**src/rtl/sirv_shadow_reg_vec_pkg.sv**
```systemverilog
// Shared sirv peripheral definitions for the shadowed register vector.
// Write-operation encodings applied by each byte lane to the shadow value.
package sirv_shadow_reg_vec_pkg;

    typedef enum logic [1:0] {
        OP_WRITE  = 2'd0,
        OP_SET    = 2'd1,
        OP_CLEAR  = 2'd2,
        OP_TOGGLE = 2'd3
    } wop_e;

    localparam int unsigned LANE_BITS = 8;

endpackage

```
**src/rtl/sirv_shadow_reg_vec_lane.sv**
```systemverilog
// One byte lane of shadow next-value logic: applies the write operation
// when the lane strobe is set, otherwise passes the old shadow byte through.
module sirv_shadow_reg_lane
    import sirv_shadow_reg_vec_pkg::*;
(
    input  logic [1:0] op,
    input  logic       strb,
    input  logic [7:0] d,
    input  logic [7:0] shadow,
    output logic [7:0] shadow_nxt
);

    // Lane next-value selection
    always_comb begin
        shadow_nxt = shadow;
        if (strb) begin
            case (wop_e'(op))
                OP_WRITE:  shadow_nxt = d;
                OP_SET:    shadow_nxt = shadow | d;
                OP_CLEAR:  shadow_nxt = shadow & ~d;
                OP_TOGGLE: shadow_nxt = shadow ^ d;
                default:   shadow_nxt = shadow;
            endcase
        end else begin
            shadow_nxt = shadow;
        end
    end

endmodule

```
**src/rtl/sirv_shadow_reg_vec.sv**
```systemverilog
// Shadowed control register: byte-lane writes land in a shadow copy and are
// applied to the active value on commit; a sticky lock blocks further writes.
module sirv_shadow_reg_vec
    import sirv_shadow_reg_vec_pkg::*;
#(
    parameter int unsigned           WIDTH     = 32,
    parameter logic [WIDTH-1:0]      RESET_VAL = '0
) (
    input  logic                 clock,
    input  logic                 reset,
    input  logic                 io_wen,
    input  logic [1:0]           io_wop,
    input  logic [WIDTH/8-1:0]   io_wstrb,
    input  logic [WIDTH-1:0]     io_d,
    input  logic                 io_commit,
    input  logic                 io_lock,
    output logic [WIDTH-1:0]     io_q,
    output logic [WIDTH-1:0]     io_shadow,
    output logic                 io_pending,
    output logic                 io_locked,
    output logic                 io_changed,
    output logic                 io_werr
);

    localparam int unsigned LANES = WIDTH / LANE_BITS;

    logic [WIDTH-1:0] q_r;
    logic [WIDTH-1:0] shadow_r;
    logic             pending_r;
    logic             locked_r;
    logic             changed_r;
    logic             werr_r;

    logic [WIDTH-1:0] lane_out_s;
    logic [WIDTH-1:0] shadow_post_s;
    logic             write_ok_s;

    for (genvar g = 0; g < LANES; g++) begin : g_lane
        sirv_shadow_reg_lane u_lane (
            .op         (io_wop),
            .strb       (io_wstrb[g]),
            .d          (io_d[g*LANE_BITS +: LANE_BITS]),
            .shadow     (shadow_r[g*LANE_BITS +: LANE_BITS]),
            .shadow_nxt (lane_out_s[g*LANE_BITS +: LANE_BITS])
        );
    end

    // A lock request in the same cycle already blocks the write
    always_comb begin
        write_ok_s    = io_wen & ~locked_r & ~io_lock;
        shadow_post_s = shadow_r;
        if (write_ok_s) begin
            shadow_post_s = lane_out_s;
        end else begin
            shadow_post_s = shadow_r;
        end
    end

    // State registers; commit sees the post-write shadow (write-through)
    always_ff @(posedge clock) begin
        if (!reset) begin
            q_r       <= RESET_VAL;
            shadow_r  <= RESET_VAL;
            pending_r <= 1'b0;
            locked_r  <= 1'b0;
            changed_r <= 1'b0;
            werr_r    <= 1'b0;
        end else begin
            shadow_r  <= shadow_post_s;
            locked_r  <= locked_r | io_lock;
            werr_r    <= io_wen & ~write_ok_s;
            changed_r <= io_commit & (shadow_post_s != q_r);
            if (io_commit) begin
                q_r       <= shadow_post_s;
                pending_r <= 1'b0;
            end else begin
                pending_r <= pending_r | write_ok_s;
            end
        end
    end

    assign io_q       = q_r;
    assign io_shadow  = shadow_r;
    assign io_pending = pending_r;
    assign io_locked  = locked_r;
    assign io_changed = changed_r;
    assign io_werr    = werr_r;

endmodule

```
**config.mk**
```make
export PLATFORM = sky130hd
export DESIGN_NAME = sirv_shadow_reg_vec
export DESIGN_NICKNAME = d
export VERILOG_FILES = /design/src/rtl/sirv_shadow_reg_vec_pkg.sv /design/src/rtl/sirv_shadow_reg_vec_lane.sv /design/src/rtl/sirv_shadow_reg_vec.sv
export SDC_FILE = /design/constraint.sdc
export NUM_CORES = 1
export LEC_CHECK = 0
export BUFFER_PORTS_ARGS = -buffer_cell sky130_fd_sc_hd__buf_2
export CORE_MARGIN = 5
export CORE_UTILIZATION = 52
export CTS_BUF_LIST = sky130_fd_sc_hd__clkbuf_8
export DETAILED_ROUTE_END_ITERATION = 16
export PLACE_DENSITY = 0.83
export SLEW_MARGIN = 20
export SYNTH_ARGS = -nofsm -noshare
export SYNTH_HDL_FRONTEND = slang
export SYNTH_SLANG_ARGS = --single-unit
```
**constraint.sdc**
```tcl
create_clock -name clock -period 1.95 [get_ports clock]
set_clock_uncertainty 0.05 [all_clocks]
set_input_delay 0.0975 -clock clock [delete_from_list [all_inputs] [get_ports clock]]
set_output_delay 0.0975 -clock clock [all_outputs]
set_load 0.05 [all_outputs]
```
==> key figures <==
Outcome
  • Status: complete, but fails checks
  • Violated checks: negative setup slack

Worst setup path
  • Worst EP required: 2.13 ns
  • R2r startpoint: io_shadow[30]$_SDFF_PN0_
  • CP peak stage delay: 0.48 ns
  • Largest delay share family, worst path: multiplexers
  • Crit path kind: flop to flop
  • Buffers & Inverters on Critical Path: 2
  • Startpoint types: flop
  • CP startpoint: io_shadow[30]$_SDFF_PN0_
  • CP endpoint kind: flop
  • WP data arrival: 2.44 ns
  • Worst path cell trace: inv_4, ha_4, mux4_2, xor2_1, nor3_2, o22ai_1, nor4_2, buf_4, a31oi_1
  • Worst-path maximum fanout: 3
  • Slowest cell on the critical path: mux4_2

Clock network
  • Longest Clk Path Bufs: 2
  • H-tree Lvls: 3
  • CTS Buf Count: 9
  • CTS tree: yes
  • Clk slew on worst S/H paths: 0.08 ns
  • Clock Sink Count: 68
  • Worst-Skew Late Latency: 0.36 ns
  • Clock root cell: clkbuf_8

Synth
  • Ys Warns: 0
  • Async S/R FF share, synth: 0%
  • Cells after Synth: 565
  • Top cell type's share of synthesized area: between 20% and 30%
  • Synth top area cells: dfxtp_1 (26%), ha_1 (15%), mux4_2 (9.8%), inv_1 (7.0%), mux2i_1 (6.8%)
  • Synth Flop Type: dfxtp_1
  • Post-Syn Area: 5283 um2
  • Register area share after synthesis: 25.77%
  • Yosys reg bits: between 60 and 70
  • Post-Syn Area per Cell: 9.350 um2
  • Mapped Nets: roughly 670
  • Synth cell types: 37
  • Synth area leader: dfxtp_1
  • EDFF count, synth: 0

Placed design
  • DP Area: 6675 um2
  • Placement Setup Slack: -0.3789 ns
  • IO buf count: 110
  • Routability Congestion: 0.8710
  • DP Wirelength: ~11 mm

Finish
  • Most frequent cells in the layout: buf_2 (110), inv_1 (94), buf_4 (83)
  • Layout cell share with drive strength beyond 1: 38.86%
  • Ant. Diodes: 0
  • Final Core Density: 71.04%
  • Final instance area: 6975 um2
  • NumNets Final: between 800 and 900
  • Fill cells: 766
  • Commonest non-fill, non-tap cell in the layout: buf_2
  • Area growth, synth to finish: 32.05%

Route
  • DR pass1 iterations: 4
  • Drt total wl: 14.04 mm
  • DRC: 0
  • Vias/cell: about 5.2
  • Antenna Nets Post-Route: 0
  • Initial DRC count: 246
  • Routed vias: 4,640
  • DR WL/cell: 15.83 um

Timing
  • Setup slack after layout: -0.3009 ns
  • Final Slew Violations: 0
  • Hold slack: 0.1637 ns
  • Worst slew pin tran: 0.5726 ns
  • Post-layout min period: 2.251 ns
  • FMAX: 0.4443 GHz
  • Fin crit share: 115.4%
  • RSZ-0062 raised after global routing: yes
  • Slew headroom: 61.83%
  • Final-report setup violation count: 1
  • Final hold violation count: 0

Power and ir drop
  • Sw Share: 33.94%
  • Sequential fraction of design power: 40.9%
  • Leak: 3.822 nW
  • Int Pwr: 2.376 mW
  • PwrDens: 515.5 nW/um2
  • Gate power share: 30.8%
  • Clock share of power: 28.3%
  • Pwr Total: 3.596 mW
  • P_sw: 1.221 mW
  • Peak supply drop: 0.3151 mV

GRT
  • Number of global-route vias before repair: 4,999
  • Total GRT Usage: about 23%
  • Largest net degree at the start of global routing: 31
  • Global-route wire length before repair: 23.40 mm
  • Initial antenna violation count: 0
  • Total grt overflow: 0

Floorplanning
  • # IOs: between 100 and 150
  • Die Y: between 100 and 150 um
  • Die footprint: between 10,000 and 15,000 um2
  • Die width: 110.8 um
  • Rows: 36
  • Starting Density: 53.80%
  • Core Footprint: between 9000 and 10,000 um2

Job
  • Max-Cap Viols: 0

Hold path
  • Hold path startpoint: io_lock
  • Worst min path class: primary input to flop
==> repair_timing <==
action                                  in CTS  in global routing
hold buffers                                 2                  0
buffers inserted                             3                  2
gates resized for setup                     13                  2
endpoints found under the hold margin        2                  0
pin swaps                                    7                  1
endpoints found under the setup margin       2                  3
==> worst register-to-register path, stage by stage (launching register included) <==
cell	delay [ns]
dfxtp_4	0.38
inv_4	0.04
ha_4	0.22
mux4_2	0.48
xor2_1	0.17
nor3_2	0.23
o22ai_1	0.13
nor4_2	0.23
buf_4	0.15
a31oi_1	0.06
==> state kept, by name, indices dropped and copies added, names as in the netlist <==
name,flops
io_q,32
io_shadow,32
io_changed,1
io_locked,1
io_werr,1
io_pending,1
==> layout make-up <==
type	count	area (um2)	share of cell area [%]
timing repair buffer	200	1285	18.42
multi-input combinational	370	3523	50.51
sequential	68	1456	20.88
clock buffer	10	137.6	1.973
tap	133	166.4	2.386
inverter	100	380.4	5.453
clock inverter	6	26.28	0.3767
==> power by group through the flow <==
stage	combinational [mW]	sequential, mW	clock (mW)
finish	1.11	1.47	1.02
global route	1.20	1.48	1.10
CTS	1.10	1.47	1.03
detailed placement	1.08	1.50	0
global placement	1.03	1.50	0
floorplan	0.539	1.68	0
==> logic make-up after synthesis <==
kind of cell | after synthesis | synth area share (%)
adders and majority gates | 64 | 15.16
xor gates and xnor gates | 60 | 9.948
and+or+nand+nor | 119 | 11.91
buffers and inverters | 127 | 9.616
DFF | 68 | 25.77
muxes | 67 | 19.47
AOI/OAI and AO/OA | 60 | 8.124
==> final timing paths <==
check | slack (ns) | depth (start not counted) | end
setup / recovery | -0.30 | 9 | io_changed$_SDFF_PN0_
hold / removal | 0.16 | 5 | io_pending$_SDFF_PP0_
setup reg to reg | -0.30 | 9 | io_changed$_SDFF_PN0_
hold reg to reg | 0.45 | 2 | io_pending$_SDFF_PP0_
==> through the flow <==
stage / setup TNS [ns] / cells
4_1_cts: -0.3374 / 885
3_3_place_gp: -0.3257 / 864
6_report: -0.3009 / 887
3_5_place_dp: -0.3789 / 864
5_1_grt: -0.4126 / 887
2_1_floorplan: -0.1596 / 565
==> per-layer routing <==
| layer | vias up | wire length (um) | share of wire [%] | track usage [%] |
|---|---|---|---|---|
| li1 | 2245 | - | - | - |
| met5 | - | 0 | 0 | 0 |
| met3 | 16 | 775 | 5.5 | 5.131 |
| met1 | 2260 | 5725 | 41 | 26.29 |
| met4 | 0 | 191 | 1.4 | 7.307 |
| met2 | 119 | 7350 | 52 | 42.60 |
==> synth_stat cells, drive strengths merged, types with 10 or more instances <==
| cell type | n |
|---|---|
| clkbuf | 17 |
| ha | 64 |
| nand2 | 40 |
| o211a | 18 |
| inv | 100 |
| xor2 | 33 |
| dfxtp | 68 |
| mux2i | 36 |
| xnor2 | 27 |
| mux4 | 27 |
| and2 | 17 |
| buf | 10 |
| o21ai | 18 |
| nor2b | 32 |
Power figures use the tool's default switching activity.
